==> config.mk <==
export PLATFORM = sky130hd
export DESIGN_NAME = dcache
export DESIGN_NICKNAME = d
export VERILOG_FILES = /design/src/rtl/dcache.sv
export SDC_FILE = /design/constraint.sdc
export NUM_CORES = 1
export LEC_CHECK = 0
export CAP_MARGIN = 30
export CORE_MARGIN = 2
export CORE_UTILIZATION = 50
export CTS_CLUSTER_SIZE = 20
export DETAILED_ROUTE_END_ITERATION = 8
export PLACE_DENSITY = 0.76
export SYNTH_ARGS = -nofsm -noshare
export SYNTH_HDL_FRONTEND = slang
export SYNTH_SLANG_ARGS = --single-unit
export TNS_END_PERCENT = 100
==> constraint.sdc <==
create_clock -name clk -period 16.7 [get_ports clk]
set_input_delay 3.34 -clock clk [delete_from_list [all_inputs] [get_ports clk]]
set_output_delay 3.34 -clock clk [all_outputs]
set_load 0.01 [all_outputs]
==> src/rtl/dcache.sv <==
// Direct-mapped, write-back, write-allocate data cache with multi-word lines and a blocking miss FSM.
// Optional hit/miss performance counters are built when DCACHE_PERF_EN is defined.
`ifndef XLEN
`define XLEN 32
`endif

module dcache #(
  parameter int NUM_CACHE_LINES = 4,
  parameter int LINE_WORDS      = 4,
  parameter int ADDR_WIDTH      = `XLEN,
  parameter int DATA_WIDTH      = `XLEN
`ifdef DCACHE_PERF_EN
  ,
  parameter int CNT_WIDTH       = 32
`endif
) (
  input  logic                             clk,
  input  logic                             rst,
  input  logic                             req_valid,
  input  logic                             req_write,
  input  logic [ADDR_WIDTH-1:0]            req_addr,
  input  logic [DATA_WIDTH-1:0]            req_wdata,
  output logic                             req_ready,
  output logic                             resp_valid,
  output logic [DATA_WIDTH-1:0]            resp_rdata,
  output logic                             mem_req_valid,
  output logic                             mem_req_write,
  output logic [ADDR_WIDTH-1:0]            mem_req_addr,
  output logic [LINE_WORDS*DATA_WIDTH-1:0] mem_req_wdata,
  input  logic                             mem_req_ready,
  input  logic                             mem_resp_valid,
  input  logic [LINE_WORDS*DATA_WIDTH-1:0] mem_resp_rdata
`ifdef DCACHE_PERF_EN
  ,
  output logic [CNT_WIDTH-1:0]             hit_count,
  output logic [CNT_WIDTH-1:0]             miss_count
`endif
);

  localparam int OB     = $clog2(LINE_WORDS);
  localparam int IB     = $clog2(NUM_CACHE_LINES);
  localparam int TAG_W  = ADDR_WIDTH - OB - IB;
  localparam int LINE_W = LINE_WORDS * DATA_WIDTH;

  typedef enum logic [2:0] {
    S_IDLE,
    S_LOOKUP,
    S_WB,
    S_REFILL_REQ,
    S_REFILL_WAIT
  } state_t;

  state_t state_q, state_d;

  logic                  req_write_q;
  logic [ADDR_WIDTH-1:0] req_addr_q;
  logic [DATA_WIDTH-1:0] req_wdata_q;

  logic [NUM_CACHE_LINES-1:0] valid_q;
  logic [NUM_CACHE_LINES-1:0] dirty_q;
  logic [TAG_W-1:0]           tag_q  [NUM_CACHE_LINES];
  logic [LINE_W-1:0]          data_q [NUM_CACHE_LINES];

  logic [OB-1:0]         cur_off;
  logic [IB-1:0]         cur_idx;
  logic [TAG_W-1:0]      cur_tag;
  logic [LINE_W-1:0]     cur_line;
  logic [LINE_W-1:0]     merged_line;
  logic [DATA_WIDTH-1:0] cur_words [LINE_WORDS];
  logic                  hit;
  logic                  victim_dirty;
  logic                  store_hit;
  logic                  refill_done;

  assign cur_off      = req_addr_q[OB-1:0];
  assign cur_idx      = req_addr_q[OB+IB-1:OB];
  assign cur_tag      = req_addr_q[ADDR_WIDTH-1:OB+IB];
  assign cur_line     = data_q[cur_idx];
  assign hit          = valid_q[cur_idx] && (tag_q[cur_idx] == cur_tag);
  assign victim_dirty = valid_q[cur_idx] && dirty_q[cur_idx];
  assign store_hit    = (state_q == S_LOOKUP) && hit && req_write_q;
  assign refill_done  = (state_q == S_REFILL_WAIT) && mem_resp_valid;

  // Split the selected line into words and build the store-merged copy.
  genvar gi;
  generate
    for (gi = 0; gi < LINE_WORDS; gi++) begin : g_words
      assign cur_words[gi] = cur_line[gi*DATA_WIDTH +: DATA_WIDTH];
      assign merged_line[gi*DATA_WIDTH +: DATA_WIDTH] =
        (cur_off == OB'(gi)) ? req_wdata_q : cur_line[gi*DATA_WIDTH +: DATA_WIDTH];
    end
  endgenerate

  always_ff @(posedge clk or posedge rst) begin
    if (rst) begin
      state_q <= S_IDLE;
    end else begin
      state_q <= state_d;
    end
  end

  always_comb begin
    state_d = state_q;
    unique case (state_q)
      S_IDLE: begin
        if (req_valid) state_d = S_LOOKUP;
      end
      S_LOOKUP: begin
        if (hit)               state_d = S_IDLE;
        else if (victim_dirty) state_d = S_WB;
        else                   state_d = S_REFILL_REQ;
      end
      S_WB: begin
        if (mem_req_ready) state_d = S_REFILL_REQ;
      end
      S_REFILL_REQ: begin
        if (mem_req_ready) state_d = S_REFILL_WAIT;
      end
      S_REFILL_WAIT: begin
        if (mem_resp_valid) state_d = S_LOOKUP;
      end
      default: state_d = S_IDLE;
    endcase
  end

  // Every output is gated by state so that reset forces them low at once.
  always_comb begin
    req_ready     = 1'b0;
    resp_valid    = 1'b0;
    resp_rdata    = '0;
    mem_req_valid = 1'b0;
    mem_req_write = 1'b0;
    mem_req_addr  = '0;
    mem_req_wdata = '0;
    unique case (state_q)
      S_IDLE: begin
        req_ready = 1'b1;
      end
      S_LOOKUP: begin
        if (hit) begin
          resp_valid = 1'b1;
          if (!req_write_q) resp_rdata = cur_words[cur_off];
        end
      end
      S_WB: begin
        mem_req_valid = 1'b1;
        mem_req_write = 1'b1;
        mem_req_addr  = {tag_q[cur_idx], cur_idx, {OB{1'b0}}};
        mem_req_wdata = cur_line;
      end
      S_REFILL_REQ: begin
        mem_req_valid = 1'b1;
        mem_req_addr  = {cur_tag, cur_idx, {OB{1'b0}}};
      end
      default: begin
      end
    endcase
  end

  always_ff @(posedge clk or posedge rst) begin
    if (rst) begin
      req_write_q <= 1'b0;
      req_addr_q  <= '0;
      req_wdata_q <= '0;
    end else if (state_q == S_IDLE && req_valid) begin
      req_write_q <= req_write;
      req_addr_q  <= req_addr;
      req_wdata_q <= req_wdata;
    end
  end

  always_ff @(posedge clk or posedge rst) begin
    if (rst) begin
      valid_q <= '0;
      dirty_q <= '0;
      for (int i = 0; i < NUM_CACHE_LINES; i++) tag_q[i] <= '0;
    end else if (refill_done) begin
      valid_q[cur_idx] <= 1'b1;
      dirty_q[cur_idx] <= 1'b0;
      tag_q[cur_idx]   <= cur_tag;
    end else if (store_hit) begin
      dirty_q[cur_idx] <= 1'b1;
    end
  end

  // Line data carries no reset; valid bits alone qualify it.
  always_ff @(posedge clk) begin
    if (refill_done) begin
      data_q[cur_idx] <= mem_resp_rdata;
    end else if (store_hit) begin
      data_q[cur_idx] <= merged_line;
    end
  end

`ifdef DCACHE_PERF_EN
  logic                 replay_q;
  logic [CNT_WIDTH-1:0] hit_cnt_q;
  logic [CNT_WIDTH-1:0] miss_cnt_q;

  always_ff @(posedge clk or posedge rst) begin
    if (rst) begin
      replay_q   <= 1'b0;
      hit_cnt_q  <= '0;
      miss_cnt_q <= '0;
    end else begin
      if (refill_done) begin
        replay_q <= 1'b1;
      end else if (state_q == S_LOOKUP) begin
        replay_q <= 1'b0;
      end
      if (state_q == S_LOOKUP && !replay_q) begin
        if (hit) hit_cnt_q  <= hit_cnt_q + 1'b1;
        else     miss_cnt_q <= miss_cnt_q + 1'b1;
      end
    end
  end

  assign hit_count  = hit_cnt_q;
  assign miss_count = miss_cnt_q;
`endif

endmodule

### Yosys cells after proc, flatten, opt, wreduce, memory -nomap -nowiden

Memories as Yosys holds them, arrays and structs flattened.
Cells that the tools add are included.

* output and inout bits: 196
* word-level logic and storage cells: 92
* bits of input ports: 198
* memories: 1
* register bits after elaboration: 188
* memory bits (writable): 512

* bitwise gates (word level): 7
* equal/unequal tests: 12
* reduce and logical (&&, ||, !) cells: 13
* mux-type cells: 44
* $lt $le $gt $ge: 5

Memory list
* data_q: words 4, bits a word 128, read ports 1, clocked after Yosys merged registers in 0, write ports 1, line 62 `logic [LINE_W-1:0] data_q [NUM_CACHE_LINES];`

Operators by type and width (number)
* 32-bit two-way mux: 9
* 128-bit two-way mux: 2
* 112-bit bitwise mux: 1
* 28-bit two-way mux: 3
* 32-bit binary-select mux with 2-bit select: 1
* 32-bit case mux with 2 select lines: 1
* 28-bit binary-select mux with 2-bit select: 1
* 28-bit demux with 2-bit select: 1
* 28-bit == test: 1
* 3-bit case mux with 5 select lines: 1
* 1-bit two-way mux: 14
* 3-bit two-way mux: 4
* 1-bit logical AND: 8
* 4-bit two-way mux: 2
* 2-bit inequality test, second input constant: 4
* 4-bit bitwise OR: 2
* 3-bit by 2-bit == test with 1-bit output, second input constant: 2
* 3-bit >= comparator, second input constant: 2
* 2-bit NOT with 3-bit output: 2
* 4-bit bitwise AND: 1
* 1-bit binary-select mux with 2-bit select: 2
* 2-bit == test, second input constant: 2
* 4-bit NOT: 1
* 4-bit AND reduction: 1
* other kinds (13): 13

### Depth between registers and ports, before layout

* depth after elaboration: 12
* mapped depth: 13
* depth with buffers taken out: 7

### Least setup slack after synthesis

No wires, ideal clock.

* path type: input to register
* from: in mem_resp_valid
* to: mem data_q[0][0] (netlist bit) (enable)
* stages on the path: 2
* data required time: 15.889 ns
* buffers on the path: 0
* setup slack: 3.130 ns
* arrival time: 12.759 ns
* cell sequence: nand3_1 > a21boi_0

* cells in the longest elaborated chain, start to end: 4
* elaborated cells between the ends (all ways): 6
* classes of those cells: mux: 4; bitwise: 1; reduce/logical: 1

RTL lines
* start: declaration: line 31 `input logic mem_resp_valid,`
* 1-bit logical AND (*): line 82 `assign refill_done = (state_q == S_REFILL_WAIT) && mem_resp_valid;`
* 1-bit two-way mux: line 188 `if (refill_done) begin`
* 1-bit two-way mux (on tied branches): line 189, 191
* 1-bit bitwise OR (no line) (*)
* end: declaration: line 62

Mark *: on every way between the ends. The rest lies on a longest branch, timed or not.

### Final worst setup path

* from: reg req_addr_q[3]
* to: out resp_rdata[20]

* cells in the longest elaborated chain, start to end: 8
* elaborated cells between the ends (all ways): 15
* classes of those cells: eq/ne: 1; mux: 11; bitwise: 1; reduce/logical: 1; memory: 1

RTL lines
* start: declaration: line 56 `logic [ADDR_WIDTH-1:0] req_addr_q;`
* start signal: assignment: line 167 `req_addr_q <= req_addr;`
* 2-bit NOT with 3-bit output (not written as such): line 79 `assign hit = valid_q[cur_idx] && (tag_q[cur_idx] == cur_tag);`
* 28-bit binary-select mux with 2-bit select: line 79
* 28-bit two-way mux (not written as such) (2 in series): line 79
* 28-bit == test: line 79
* 1-bit logical AND: line 79
* 32-bit two-way mux (*): line 140 `if (hit) begin`
* 32-bit two-way mux (*): line 135 `unique case (state_q)`
* end: declaration: line 25 `output logic [DATA_WIDTH-1:0] resp_rdata,`

Mark *: on every way between the ends. The rest lies on a longest branch, timed or not. The select of a mux whose other input is x is not followed.

==> results.cfg <==
[floorplanning]
coreArea_um2 = 63310
die_area_um2 = 66320
die_height_um = 257.5
start_util_pct = 50.76
placementRows = 92
die_width_um = 257.5
ios = 394

[critical_path]
max_stage_delay_ns = 0.75
reg2reg_to = data_q[2][82]
cp_top_family = buffers and inverters
reg2reg_depth = 12
cp-start-kind = flip-flop
crit_top_cell = buf_4
end_kind = output port
cp_num_buf_inv = 4
cp.required_ns = 13.36
critical_path.cell_chain = buf_4 > buf_4 > mux4_2 > xnor2_1 > nand4_1 > nor3_1 > and3b_1 > nand3_2 > buf_4 > nor2b_1 > clkdlybuf4s50_1
r2r-start = req_addr_q[3]
crit_path_top_delay_cell = buf_4
arrival_ns = 6.09
crit_fanout = 50
worstSetupPathType = reg2out
reg2reg_slack_ns = 10.44

[detailed_routing]
wl_per_cell_um = 26.39
drc = 0
viasPerCell = 5.867
firstDrtPassIters = 5
antenna_left = 0
wl_mm = 81.76
vias = 18180
first_iter_violations = 1472

[finish]
post-route-util_pct = 62.35
final_common_cell = edfxtp_1
fill_cells = 4524
final_area_um2 = 39470
final_cell_mix = edfxtp_1 (512), mux2_2 (396), clkdlybuf4s50_1 (391)
nNetsFinal = 2390
syn_to_final_growth_pct = 22.82
drive_above_1_share_pct = 34.42

[synth]
yosys_most_used_dff = edfxtp_1
synth_edf_count = 512
synthesis.area_um2 = 32140
syn_inst = 1815
synth_cell_types = 47
synth_warnings = 0
seq_area_frac_synth_pct = 62.48
async_flop_share_pct = 26.86
syn_area_per_cell_um2 = 17.71
yosys_register_bits = 700

[sta]
slew_headroom_pct = 18.42
hold_viol_final = 0
rsz0062_at_grt = false
finalCritPeriodShare_pct = 56.45
worstMarginPinSlew_ns = 1.224
clock.fmax_ghz = 0.1061
fin_skew_ns = 0.02238
fin_crit_ns = 9.428
drv_slew = 0
setup_viol = 0
final.setup.tns_ns = 0

[global_routing]
antenna_found_initial = 12
grt_pass1_wl_mm = 122.4
grt_pass1_vias = 19030
grt_remaining_overflow = 0
grt_max_degree = 137
track_usage_pct = 24.70

[power_and_ir_drop]
p_leak_nw = 14.11
ir_drop_uv = 111.6
power.density_nw_per_um2 = 162.6

[clocking]
path_clk_slew_ns = 0.06
clockBufferDepth = 3
cts-htree-levels = 3
cts-root-buf = clkbuf_16
cts_buffers = 73
cts_setup_buffers = 0
cts.sinks = 700
cts_tree = built
hold_buffers = 0
cts-resized-gates = 0
clk_latency_ns = 0.61

[placement]
place.gp.congestion = 0.7959
placed_cell_area_um2 = 37020
dp_hpwl_mm = 50.98
portBuffers = 391

[min_path]
hold_start = valid_q[2]
hold_path.class = reg2reg
whs_endpoint = valid_q[2]
hold_depth = 1

[flow_run]
maxCapViolCount = 0

[status]
status = finished clean
-- power breakdown --
group	switching [W]	leakage [nW]	internal (W)
Combinational	0.00116	5.92	0.00134
Sequential	0.000243	7.04	0.00206
Clock	0.000661	1.15	0.000955
-- sequential cells by signal (all words and copies together) (netlist names), named ones only --
signal and cells:
tag_q 112, req_addr_q 32, valid_q 4, state_q 3, data_q 512, req_wdata_q 32
req_write_q 1
-- per-layer routing --
| metal | GRT usage (%) | share of wire, % | vias to the layer above |
|---|---|---|---|
| met3 | 6.245 | 7.2 | 139 |
| met4 | 6.856 | 2.5 | 18 |
| li1 | - | - | 7825 |
| met2 | 39.49 | 48 | 662 |
| met1 | 33.94 | 42 | 9531 |
| met5 | 0 | 0.14 | - |
-- logic make-up after synthesis --
group | Yosys count | synth area share [%]
other | 1 | 0.01167
AND/OR/NAND/NOR | 272 | 4.820
multiplexers | 647 | 29.36
flip-flops | 700 | 62.48
buffers and inverters | 134 | 1.966
XOR/XNOR | 27 | 0.7358
AO/OA/AOI/OAI | 34 | 0.6308
-- through the flow --
step	total power (W)	setup WS [ns]	hold WS [ns]	std cells
after floorplan	0.003881	3.130	0.4287	1816
after global placement	0.004757	8.029	0.4454	2952
after detailed placement	0.004820	7.865	0.4513	2960
after CTS	0.006447	7.143	0.4659	3092
after global routing	0.006695	6.937	0.4958	3098
final	0.006416	7.272	0.4581	3098
-- how the worst max path moves through the flow --
stage	start	end	slack, ns	depth (start not counted)
floorplan	mem_resp_valid	data_q[0][0]	3.13	2
global placement	req_addr_q[3]	resp_rdata[18]	8.03	11
detailed placement	req_addr_q[3]	resp_rdata[20]	7.86	11
CTS	req_addr_q[3]	resp_rdata[20]	7.14	11
global route	req_addr_q[3]	resp_rdata[19]	6.94	11
finish	req_addr_q[3]	resp_rdata[20]	7.27	11
-- Yosys cell counts (all sizes together), types with 2 or more instances --
| library cell | n | area, um^2 |
|---|---|---|
| and2 | 133 | 832.1 |
| mux2 | 428 | 4940 |
| nor3b | 4 | 30.03 |
| nor2 | 35 | 131.4 |
| mux4 | 184 | 4144 |
| nand3 | 5 | 25.02 |
| nor3 | 5 | 25.02 |
| o22ai | 2 | 12.51 |
| nand2b | 8 | 50.05 |
| nand3b | 3 | 22.52 |
| buf | 66 | 376.6 |
| nand2 | 30 | 112.6 |
| clkbuf | 62 | 232.7 |
| nand4 | 6 | 37.54 |
| a21oi | 9 | 45.04 |
| edfxtp | 512 | 15370 |
| or2 | 4 | 25.03 |
| xor2 | 4 | 35.03 |
| o21ai | 13 | 65.06 |
| dfrtp | 188 | 4705 |
| mux2i | 35 | 350.3 |
| inv | 6 | 22.52 |
| xnor2 | 23 | 201.4 |
| nor2b | 32 | 200.2 |
-- cell type report --
class	instances	area (um^2)	area share, %
Sequential cell	700	20090	50.90
Multi-Input combinational cell	982	11510	29.15
Timing Repair Buffer	429	4409	11.17
Antenna cell	3	7.507	0.01902
Clock buffer	111	2122	5.376
Clock inverter	21	244.0	0.6181
Inverter	6	30.03	0.07608
Tap cell	846	1059	2.682
Power figures use the tool's default switching activity.
